$ cat src/rtl/union_1.sv
// union_1: temperature monitor with fan/alarm thresholds and a 4-digit multiplexed 7-segment display.
// Optional macro UNION_1_HYST_EN adds 3-degree turn-off hysteresis to the fan and alarm outputs.
module union_1 #(
    parameter int REFRESH_DIV = 1024,
    parameter int FAN_ON      = 25,
    parameter int ALARM_ON    = 30
) (
    input  logic       clock,
    input  logic       reset,
    input  logic [4:0] temperatura,
    input  logic       en_m1,
    input  logic       lect,
    output logic       est_alarma,
    output logic       est_ventilador,
    output logic [3:0] anodos,
    output logic [7:0] catodos
);
    logic [4:0]  temp_reg, disp_reg;
    logic [15:0] cnt;
    logic [1:0]  idx;
    logic        act, fan_nx, alarm_nx, wrap;
    logic [1:0]  tens;
    logic [3:0]  units;
    logic [7:0]  status, digit;

    function automatic logic [7:0] seg7(input logic [3:0] d);
        case (d)
            4'd0:    return 8'hC0;
            4'd1:    return 8'hF9;
            4'd2:    return 8'hA4;
            4'd3:    return 8'hB0;
            4'd4:    return 8'h99;
            4'd5:    return 8'h92;
            4'd6:    return 8'h82;
            4'd7:    return 8'hF8;
            4'd8:    return 8'h80;
            4'd9:    return 8'h90;
            default: return 8'hFF;
        endcase
    endfunction

    always_comb begin
`ifdef UNION_1_HYST_EN
        fan_nx   = est_ventilador ? (int'(temp_reg) > FAN_ON - 3) : (int'(temp_reg) >= FAN_ON);
        alarm_nx = est_alarma ? (int'(temp_reg) > ALARM_ON - 3) : (int'(temp_reg) >= ALARM_ON);
`else
        fan_nx   = int'(temp_reg) >= FAN_ON;
        alarm_nx = int'(temp_reg) >= ALARM_ON;
`endif
        wrap   = cnt == 16'(REFRESH_DIV - 1);
        tens   = disp_reg >= 5'd30 ? 2'd3 : disp_reg >= 5'd20 ? 2'd2 : disp_reg >= 5'd10 ? 2'd1 : 2'd0;
        units  = 4'(disp_reg - 5'(tens) * 5'd10);
        status = est_alarma ? 8'h88 : est_ventilador ? 8'h8E : 8'hFF;
        digit  = idx == 2'd0 ? seg7(units) : idx == 2'd1 ? seg7({2'b00, tens}) : idx == 2'd2 ? 8'hFF : status;
        anodos  = act ? ~(4'b0001 << idx) : 4'hF;
        catodos = act ? digit : 8'hFF;
    end

    // act delays en_m1 by one edge so the display blanks on the edge after disable and stays dark in reset
    always_ff @(posedge clock or negedge reset) begin
        if (!reset) begin
            temp_reg       <= '0;
            disp_reg       <= '0;
            cnt            <= '0;
            idx            <= '0;
            act            <= 1'b0;
            est_ventilador <= 1'b0;
            est_alarma     <= 1'b0;
        end else begin
            temp_reg       <= en_m1 ? temperatura : temp_reg;
            disp_reg       <= lect ? disp_reg : temp_reg;
            cnt            <= wrap ? '0 : cnt + 16'd1;
            idx            <= idx + {1'b0, wrap};
            act            <= en_m1;
            est_ventilador <= en_m1 & fan_nx;
            est_alarma     <= en_m1 & alarm_nx;
        end
    end
endmodule

$ cat config.mk
export PLATFORM = sky130hd
export DESIGN_NAME = union_1
export DESIGN_NICKNAME = d
export VERILOG_FILES = /design/src/rtl/union_1.sv
export SDC_FILE = /design/constraint.sdc
export NUM_CORES = 1
export LEC_CHECK = 0
export CAP_MARGIN = 15
export CELL_PAD_IN_SITES_DETAIL_PLACEMENT = 1
export CELL_PAD_IN_SITES_GLOBAL_PLACEMENT = 1
export CORE_ASPECT_RATIO = 0.6
export CORE_UTILIZATION = 39
export DETAILED_ROUTE_END_ITERATION = 8
export GPL_TIMING_DRIVEN = 0
export HOLD_SLACK_MARGIN = 0.1
export MAX_ROUTING_LAYER = met4
export PLACE_DENSITY_LB_ADDON = 0.08
export SLEW_MARGIN = 10
export SYNTH_ARGS = -nofsm -noshare
export SYNTH_HDL_FRONTEND = slang
export SYNTH_SLANG_ARGS = --single-unit
$ cat constraint.sdc
create_clock -name clock -period 2.9 [get_ports clock]
set_input_delay 0.435 -clock clock [delete_from_list [all_inputs] [get_ports clock]]
set_output_delay 0.435 -clock clock [all_outputs]
set_load 0.01 [all_outputs]
# Word level (Yosys, flattened, before mapping)
# Memories as Yosys holds them, arrays and structs flattened.
# Index checks and enable logic that the tools add are counted.
# W data, S select, Z words.
[totals]
elab_cells = 41
romBits = 112
input_bits = 9
out_inout_bits = 14
mem_count = 1
reg_bits = 31
[memory_table]
columns = ["memory", "words", "width", "rd", "rd_clocked_by_memory_dff", "wr", "line_no", "rtl"]
rows = [
  ["(no name shown)", 16, 7, 1, 0, 0, "27", "case (d)"],
]
[classes]
n_shift = 1
n_mux = 12
n_bitwise = 3
order_cmp = 5
reduce_logical = 2
n_addsub = 3
n_eq_ne = 6
mul = 1
[op_table]
columns = ["cell", "n"]
rows = [
  ["$pmux W8 S4", 1],
  ["$mux W8", 3],
  ["$mux W7", 3],
  ["$ge A5 B5 Y1 const B", 4],
  ["$add A16 B1 Y16 const B", 1],
  ["$eq A16 B10 Y1 const B", 1],
  ["$mux W16", 1],
  ["$eq A2 B2 Y1 const B", 3],
  ["$ge A5 B4 Y1 const B", 1],
  ["$eq A2 B1 Y1 const B", 2],
  ["$logic_not A2 Y1", 2],
  ["$mux W2", 2],
  ["$mux W4", 1],
  ["$not A4 Y4", 1],
  ["$shl A1 B2 Y4 const A", 1],
  ["$sub A4 B4 Y4", 1],
  ["$mul A2 B3 Y3 const B", 1],
  ["$add A2 B1 Y2", 1],
  ["$and A1 B1 Y1", 2],
  ["$mux W1", 1],
]

# Depth between registers and ports, before layout
# Gate-level depths: netlist of the first run.
[logic_depth]
word_depth = 9
depth_mapped = 12

# Worst setup path after synthesis of the first run
# No wires, ideal clock.
[synth_path]
kind = "reg2out"
start = "reg disp_reg[2]"
end = "out catodos[0]"
n_path_buf = 1
slack_ns = -0.041
stages_incl_launch_ff = 13
arrival_ns = 2.506
required_time_ns = 2.465
cell_sequence = "dfrtp_1 -> nand2b_1 -> o211ai_1 -> o21ai_0 -> inv_1 -> ha_1 -> fa_1 -> clkbuf_1 -> inv_1 -> nor3_1 -> o21ai_0 -> nand2_1 -> o221ai_1"
[synth_between]
elab_chain_len = 9
elab_cells_between_ends = 17
cone_classes = "add/sub: 1; mul: 1; order compare: 3; eq/ne: 3; mux: 7; reduce/logical: 1; memory: 1"
[synth_rtl]
columns = ["item", "line_no", "rtl"]
rows = [
  ["start, declared", "18", "logic [4:0] temp_reg, disp_reg;"],
  ["start signal, assigned", "71", "disp_reg <= lect ? disp_reg : temp_reg;"],
  ["$ge A5 B4 Y1", "51", "tens = disp_reg >= 5'd30 ? 2'd3 : disp_reg >= 5'd20 ? 2'd2 : disp_reg >= 5'd10 ? 2'd1 : 2'd0;"],
  ["$mux W1", "51", ""],
  ["$mux W2 (2 in a row)", "51", ""],
  ["$mul A2 B3 Y3, or another cell as far along", "52", "units = 4'(disp_reg - 5'(tens) * 5'd10);"],
  ["$sub A4 B4 Y4 or $pmux W8 S4 (tied branches)", "52, 27", ""],
  ["$mem_v2 Z16 W7 or $mux W8 (tied branches)", "n/a", ""],
  ["$mux W8 *", "54", "digit = idx == 2'd0 ? seg7(units) : idx == 2'd1 ? seg7({2'b00, tens}) : idx == 2'd2 ? 8'hFF : status;"],
  ["$mux W8 *", "56", "catodos = act ? digit : 8'hFF;"],
  ["end, declared", "16", "output logic [7:0] catodos"],
]
# Mark *: on every way between the ends. The rest lies on a longest branch, timed or not. The select of a mux whose other input is x is not followed.

# Worst setup path after layout of the first run
[layout_path]
start = "reg disp_reg[4]"
end = "out catodos[0]"
[layout_between]
elab_chain_len = 9
elab_cells_between_ends = 17
cone_classes = "add/sub: 1; mul: 1; order compare: 3; eq/ne: 3; mux: 7; reduce/logical: 1; memory: 1"
[layout_rtl]
columns = ["item", "line_no"]
rows = [
  ["$ge A5 B4 Y1", "51"],
  ["$mux W1", "51"],
  ["$mux W2", "51"],
  ["$mux W2 *", "51"],
  ["$mul A2 B3 Y3, or another cell as far along", "52"],
  ["$sub A4 B4 Y4 or $pmux W8 S4 (tied branches)", "52, 27"],
  ["$mem_v2 Z16 W7 or $mux W8 (tied branches)", "n/a"],
  ["$mux W8 *", "54"],
  ["$mux W8 *", "56"],
]
# Marked as above.

==> results.txt, run 1 <==
----------------------------------------------------
[Status]
  Run status ... finished, violations left
  Violated checks ... setup timing

[GRT]
  Met1 track demand over resource in global routing ... 31.2%
  Most Crowded Layer GR ... met2
  Met2 GRT Util ... 32.8%
  Total gr overflow ... 0
  Pin count of the biggest net entering global routing ... 32
  Antenna violations before repair ... 0
  Total Routing Usage GR ... 22.4%
  Vias in the first global route ... 1501
  Wire length of the first global-routing pass ... 7950 um
  Met3 track demand over resource in global routing ... 6.28%

[Yosys]
  Post-synthesis net count ... 198
  Fraction of the yosys area taken by sequential cells ... 42.5%
  Number of synthesized register bits ... 31
  Unique cell type count in the Yosys netlist ... 42
  Ys Warns ... 0
  Number of instances in the synthesized netlist ... 180
  Netlist Area Pre-Place ... 1820 um2
  Average instance area after synthesis ... 10.1 um2

[Critical path]
  CP Data Arrival Time ... 2.82 ns
  WS Path Type ... flip-flop to output pin
  Worst path required time ... 2.47 ns
  Worst setup slack for register-to-register paths ... 0.99 ns
  Crit end category ... output pin
  Crit-path max FO ... 6
  Type of origin of the critical path ... flip-flop

[Finish]
  Area taken by flip-flops and latches ... 777 um2
  Fraction of final layout cells sized beyond drive strength 1 ... 33.6%
  N_diodes ... 0
  Fillcell total ... 471
  Commonest non-fill, non-tap cell in the layout ... dfrtp_1
  Total area of multi-input combinational cells ... 1110 um2
  Total Nets Final ... 244
  Highest-count cells in the layout ignoring fill and taps ... dfrtp_1, nor2_1, buf_4
  Flip-flop count of the largest register after layout ... 16
  Growth of design area from synthesis to finish ... 33.7%
  Utilization of the core after routing ... 56.7%

[Place]
  Worst slack after detailed placement ... -0.924 ns
  Sum of net half-perimeters after detailed placement ... 3640 um
  GPL Wtd Cong ... 0.946
  Quantity of I/O buffers inserted on ports ... 21

[Detailed routing]
  Starting DRT DRC Count ... 72
  Vias per inst ... 5.35
  Post-route antenna net violation count ... 0
  Number of vias in the routed layout ... 1531
  Routed WL per cell ... 18.1 um
  Number of DRC violations after detailed routing ... 0
  Number of detailed-route iterations in the first pass ... 4
  Final Routed Wirelength ... 5160 um

[STA]
  Final period utilization ... 112%
  Hold Fails Final Rpt ... 0
  Maximum operating frequency ... 307 MHz
  Number of failing setup endpoints in the final timing report ... 7
  Maximum clock skew at final layout ... 0.00446 ns
  Unrepaired setup endpoints after global routing ... yes
  Number of pins with negative max-slew slack in the final report ... 0
  Fin crit period ... 3.25 ns
  Final setup slack of the worst path ... -0.354 ns
  Setup tns final ... -2.02 ns
  Relative slew slack ... 51.2%
  Slew at the pin closest to its max-slew limit ... 0.729 ns

[CTS]
  Sink Count ... 31
  CTS tree ... yes
  Maximum count of clock buffers along a single path ... 2
  Worst-path clk slew ... 0.06 ns
  Number of hold buffers added after CTS ... 0
  Number of buffers created by CTS ... 5
  Clock tree root driver cell ... clkbuf_8
  Latest clock arrival within the worst-skew pair ... 0.28 ns
  Clock H-tree levels ... 2

[Floorplan]
  Chip Width ... 90.3 um
  Area of the placeable core ... 4300 um2
  Count of standard-cell rows ... 18
  Count of pins on the block boundary ... 23
  Die extent in y ... 55.0 um
  Die outline area ... 4960 um2
  Effective utilization at floorplan ... 42.4%

[Power]
  Sw Ratio ... 37.2%
  Register share of total power ... 28.3%
  Areal power density over the cells ... 692 nW/um2
  Worst IR drop on VDD ... 328 uV
  Clock network fraction of total power ... 20.4%
  Leakage Power ... 1.07 nW
  Logic pwr share ... 51.3%
  Switching power ... 0.000628 W
  Cell-internal power ... 0.00106 W

[Hold path]
  Type of the worst min-delay path ... input port to async pin

[Job]
  Total of max-cap violations ... 0

----------------------------------------------------
## per-layer routing
layer,share of wire (%),up-vias
li1,-,721
met1,50,769
met2,44,38
met3,4.9,3
met4,0.35,0
met5,0,-
## cell usage after synthesis
cell	instances	share of area (%)
o32ai_1	1	0.48
mux2_2	10	6.2
conb_1	1	0.21
o311ai_2	1	0.89
xnor2_4	1	1.5
o21ai_1	1	0.27
o31ai_2	1	0.69
and2_1	1	0.34
nand2_1	16	3.3
xnor3_1	1	1.2
a31oi_1	2	0.69
ha_1	8	5.5
nand4_1	3	1.0
xor2_1	7	3.4
o211ai_1	3	1.2
nor4_1	1	0.34
mux2i_1	1	0.55
nor2b_1	2	0.69
nor2b_4	1	0.75
dfrtp_1	31	43
o221ai_1	3	1.4
buf_4	1	0.41
nor3_2	1	0.55
xnor2_1	7	3.4
o21ai_4	1	0.89
o21ai_0	8	2.2
fa_1	1	1.1
nor2_1	19	3.9
nand2b_1	3	1.0
a21boi_0	2	0.82
nand3b_1	2	0.82
nand3_1	12	3.3
and3_1	4	1.4
and4_1	2	0.96
o31ai_1	2	0.82
buf_2	1	0.27
and2b_1	1	0.41
nor2b_2	1	0.48
inv_1	7	1.4
clkbuf_1	3	0.62
nor3_1	3	0.82
o21a_1	3	1.2
## per-stage QoR
stage | cells | hold slack (ns) | power (W) | area, um2
final | 286 | 0.186 | 0.00169 | 2440
after global routing | 286 | 0.230 | 0.00177 | 2440
after CTS | 280 | 0.209 | 0.00151 | 2320
after detailed placement | 261 | 0.460 | 0.00105 | 2110
after global placement | 261 | 0.454 | 0.00103 | 2110
after floorplan | 180 | 0.139 | 0.000837 | 1830
## path summary, 6_finish.rpt
check                      depth (start not counted)                 endpoint                    start
min in group clock                                 1         cnt[4]$_DFF_PN0_         cnt[4]$_DFF_PN0_
max                                               11               catodos[0]  disp_reg[4]$_DFFE_PN0N_
max in group asynchronous                          1  disp_reg[2]$_DFFE_PN0N_                    reset
min                                                1         cnt[9]$_DFF_PN0_                    reset
min reg2reg                                        1         cnt[4]$_DFF_PN0_         cnt[4]$_DFF_PN0_
max reg2reg                                        5         idx[1]$_DFF_PN0_         cnt[0]$_DFF_PN0_
## power groups by stage
stage               Clock [W]  Combinational [W]  Sequential (W)
floorplan                   0           0.000360        0.000478
global placement            0           0.000546        0.000484
detailed placement          0           0.000563        0.000488
CTS                  0.000349           0.000680        0.000477
global route         0.000372           0.000919        0.000482
finish               0.000344           0.000866        0.000478
## cell type report
type	count	area share, %
flip-flops and latches	31	31.8
clock buffers	6	3.38
multi-input cells	137	45.3
repair buffers	40	13.7
plain buffers	4	1.23
inverters	7	1.18
well taps	60	3.08
clock inverters	1	0.205
## cells by family (layout without fill, tap and decap cells)
logic type	count (synthesis)	after routing	synth area share, %
AOI/OAI and AO/OA	28	28	11.7
xor gates and xnor gates	16	16	9.47
adders and majority gates	9	9	6.58
buffers and inverters	12	58	2.74
DFF	31	31	42.5
muxes	11	11	6.72
other	1	1	0.206
and+or+nand+nor	72	72	20.1
## worst max-delay path: stages (launching register included)
cell and delay, ns:
dfrtp_1 0.42, nor2b_4 0.15, o211ai_1 0.19, o21ai_2 0.10, inv_1 0.06, ha_2 0.17
fa_2 0.53, buf_6 0.18, buf_4 0.14, o31ai_4 0.28, o221ai_2 0.13, buf_2 0.18
## timing repair
action                     4_1_cts  5_1_grt
setup endpoints to repair        7        7
resized for setup               44       28
pin swaps                        7       17
setup buffers                   13        6
Power figures use the tool's default switching activity.
==> run 2: changes to the inputs <==
--- a/config.mk
+++ b/config.mk
@@ -10,6 +10,7 @@
 export CELL_PAD_IN_SITES_GLOBAL_PLACEMENT = 1
 export CORE_ASPECT_RATIO = 0.6
 export CORE_UTILIZATION = 39
+export CTS_BUF_LIST = sky130_fd_sc_hd__clkbuf_16
 export DETAILED_ROUTE_END_ITERATION = 8
 export GPL_TIMING_DRIVEN = 0
 export HOLD_SLACK_MARGIN = 0.1
==> results.txt, run 2 (synthesized netlist as in run 1, its figures left out) <==
----------------------------------------------------
[Critical path]
  Reg2reg end ... idx[1]$_DFF_PN0_
  RR Startpoint ... cnt[0]$_DFF_PN0_
  Worst setup path startpoint ... disp_reg[4]$_DFFE_PN0N_
  Crit end category ... output pin
  CP Data Arrival Time ... 2.79 ns
  WS Path Type ... flip-flop to output pin
  Logic depth of the worst register-to-register path ... 5
  Type of origin of the critical path ... flip-flop
  Worst setup slack for register-to-register paths ... 0.99 ns
  Worst path required time ... 2.47 ns
  Crit-path max FO ... 4

[STA]
  Hold slack ... 0.205 ns
  Maximum clock skew at final layout ... 0.00534 ns
  Number of pins with negative max-slew slack in the final report ... 0
  Final setup slack of the worst path ... -0.324 ns
  Number of failing setup endpoints in the final timing report ... 7
  Final period utilization ... 111%
  Slew at the pin closest to its max-slew limit ... 0.740 ns
  Maximum operating frequency ... 310 MHz
  Hold Fails Final Rpt ... 0
  Fin crit period ... 3.22 ns
  Relative slew slack ... 50.5%
  Unrepaired setup endpoints after global routing ... yes

[CTS]
  Latest clock arrival within the worst-skew pair ... 0.27 ns
  Clock H-tree levels ... 2
  Number of hold buffers added after CTS ... 0
  Sink Count ... 31
  Clock tree root driver cell ... clkbuf_16
  Worst-path clk slew ... 0.05 ns
  Number of buffers created by CTS ... 5
  CTS tree ... yes
  Maximum count of clock buffers along a single path ... 2

[Finish]
  N_diodes ... 0
  Highest-count cells in the layout ignoring fill and taps ... dfrtp_1, buf_4, nor2_1
  Total Nets Final ... 248
  Fraction of final layout cells sized beyond drive strength 1 ... 33.9%
  Flip-flop count of the largest register after layout ... 16
  Growth of design area from synthesis to finish ... 37.7%
  Commonest non-fill, non-tap cell in the layout ... dfrtp_1
  Final std cell area, no fill ... 2510 um2
  Fillcell total ... 463

[Place]
  Worst slack after detailed placement ... -0.924 ns
  GPL Wtd Cong ... 0.946
  Quantity of I/O buffers inserted on ports ... 21
  DP Area ... 2110 um2
  Sum of net half-perimeters after detailed placement ... 3640 um

[Detailed routing]
  Vias per inst ... 5.54
  Final Routed Wirelength ... 5630 um
  Number of detailed-route iterations in the first pass ... 4
  Post-route antenna net violation count ... 0
  Number of DRC violations after detailed routing ... 0
  Number of vias in the routed layout ... 1606
  Starting DRT DRC Count ... 70
  Routed WL per cell ... 19.4 um

[Power]
  Sw Ratio ... 35.3%
  Clock network fraction of total power ... 26.3%
  Worst IR drop on VDD ... 415 uV
  Leakage Power ... 1.11 nW
  Register share of total power ... 26.2%
  Cell-internal power ... 0.00119 W
  Areal power density over the cells ... 734 nW/um2
  Switching power ... 0.000651 W
  Logic pwr share ... 47.5%

[GRT]
  Total gr overflow ... 0
  Met3 track demand over resource in global routing ... 4.78%
  Most Crowded Layer GR ... met2
  Antenna violations before repair ... 0
  Total Routing Usage GR ... 25.4%
  Vias in the first global route ... 1616
  Pin count of the biggest net entering global routing ... 32
  Met1 track demand over resource in global routing ... 34.2%
  Met2 GRT Util ... 40.8%
  Wire length of the first global-routing pass ... 8900 um

[Job]
  Total of max-cap violations ... 0

[Floorplan]
  Chip Width ... 90.3 um
  Count of pins on the block boundary ... 23
  Count of standard-cell rows ... 18
  Effective utilization at floorplan ... 42.4%
  Die extent in y ... 55.0 um
  Die outline area ... 4960 um2
  Area of the placeable core ... 4300 um2

[Status]
  Violated checks ... setup timing
  Run status ... finished, violations left

[Hold path]
  Type of the worst min-delay path ... input port to async pin

----------------------------------------------------
-- run 2: cell count changes in the layout (fill, tap and decap cells not counted), sizes merged --
cell / before / now
buf: 29 / 33
clkbuf: 8 / 7
clkinv: 1 / 2
-- run 2: area by class of cell --
type / instances / area, um2 / area share [%]
buffer: 4 / 26.3 / 1.05
clock buffer: 5 / 125 / 4.98
clock inverter: 2 / 8.76 / 0.349
inverter: 7 / 28.8 / 1.15
multi-input combinational: 137 / 1110 / 44.0
sequential: 31 / 777 / 30.9
tap: 60 / 75.1 / 2.99
timing repair buffer: 44 / 365 / 14.5
-- run 2: per-layer routing --
metal | wire length (um) | up-vias
met5 | 0 | -
met4 | 45 | 0
met3 | 246 | 6
met2 | 2600 | 36
met1 | 2740 | 828
li1 | - | 736
-- run 2: power groups by stage --
stage | clock network, W | registers, W | logic (W)
finish | 0.000485 | 0.000483 | 0.000875
global route | 0.000513 | 0.000485 | 0.000931
CTS | 0.000492 | 0.000481 | 0.000764
detailed placement | 0 | 0.000488 | 0.000563
global placement | 0 | 0.000484 | 0.000546
floorplan | 0 | 0.000478 | 0.000360
-- run 2: worst max path at each step --
stage | depth (start not counted) | end
after floorplan | 11 | catodos[4]
after global placement | 12 | catodos[0]
after detailed placement | 12 | catodos[0]
after CTS | 13 | catodos[0]
after global routing | 13 | catodos[0]
final | 13 | catodos[0]
-- run 2: stage by stage --
step	setup TNS [ns]	util, %	power [W]	instances
4_1_cts	-1.43	56.3	0.00174	284
6_report	-1.67	58.4	0.00184	290
5_1_grt	-2.34	58.4	0.00193	290
3_3_place_gp	-4.52	49.1	0.00103	261
2_1_floorplan	0	-	0.000837	180
3_5_place_dp	-5.18	49.0	0.00105	261
-- run 2: worst max-delay path, stage by stage, from the launching register on --
cell and delay (ns):
dfrtp_1 0.42, nor2b_4 0.15, buf_4 0.13, o21ai_2 0.17, inv_2 0.07, ha_4 0.15, fa_2 0.62, buf_6 0.15
nand2_4 0.06, nor2_2 0.12, o21ai_2 0.07, nand2_2 0.11, o221ai_2 0.12, buf_2 0.18
-- run 2: what timing repair did --
item,in CTS,in global routing
endpoints found under the setup margin,7,7
setup buffers,17,6
cloned,0,0
pin swaps,14,8
gates resized for setup,55,14
==> run 3: changes to the inputs <==
--- a/config.mk
+++ b/config.mk
@@ -5,7 +5,7 @@
 export SDC_FILE = /design/constraint.sdc
 export NUM_CORES = 1
 export LEC_CHECK = 0
-export CAP_MARGIN = 15
+export CAP_MARGIN = 10
 export CELL_PAD_IN_SITES_DETAIL_PLACEMENT = 1
 export CELL_PAD_IN_SITES_GLOBAL_PLACEMENT = 1
 export CORE_ASPECT_RATIO = 0.6
==> results of run 3 <==
The final DEF is identical to that of run 2; final timing and power are the same.
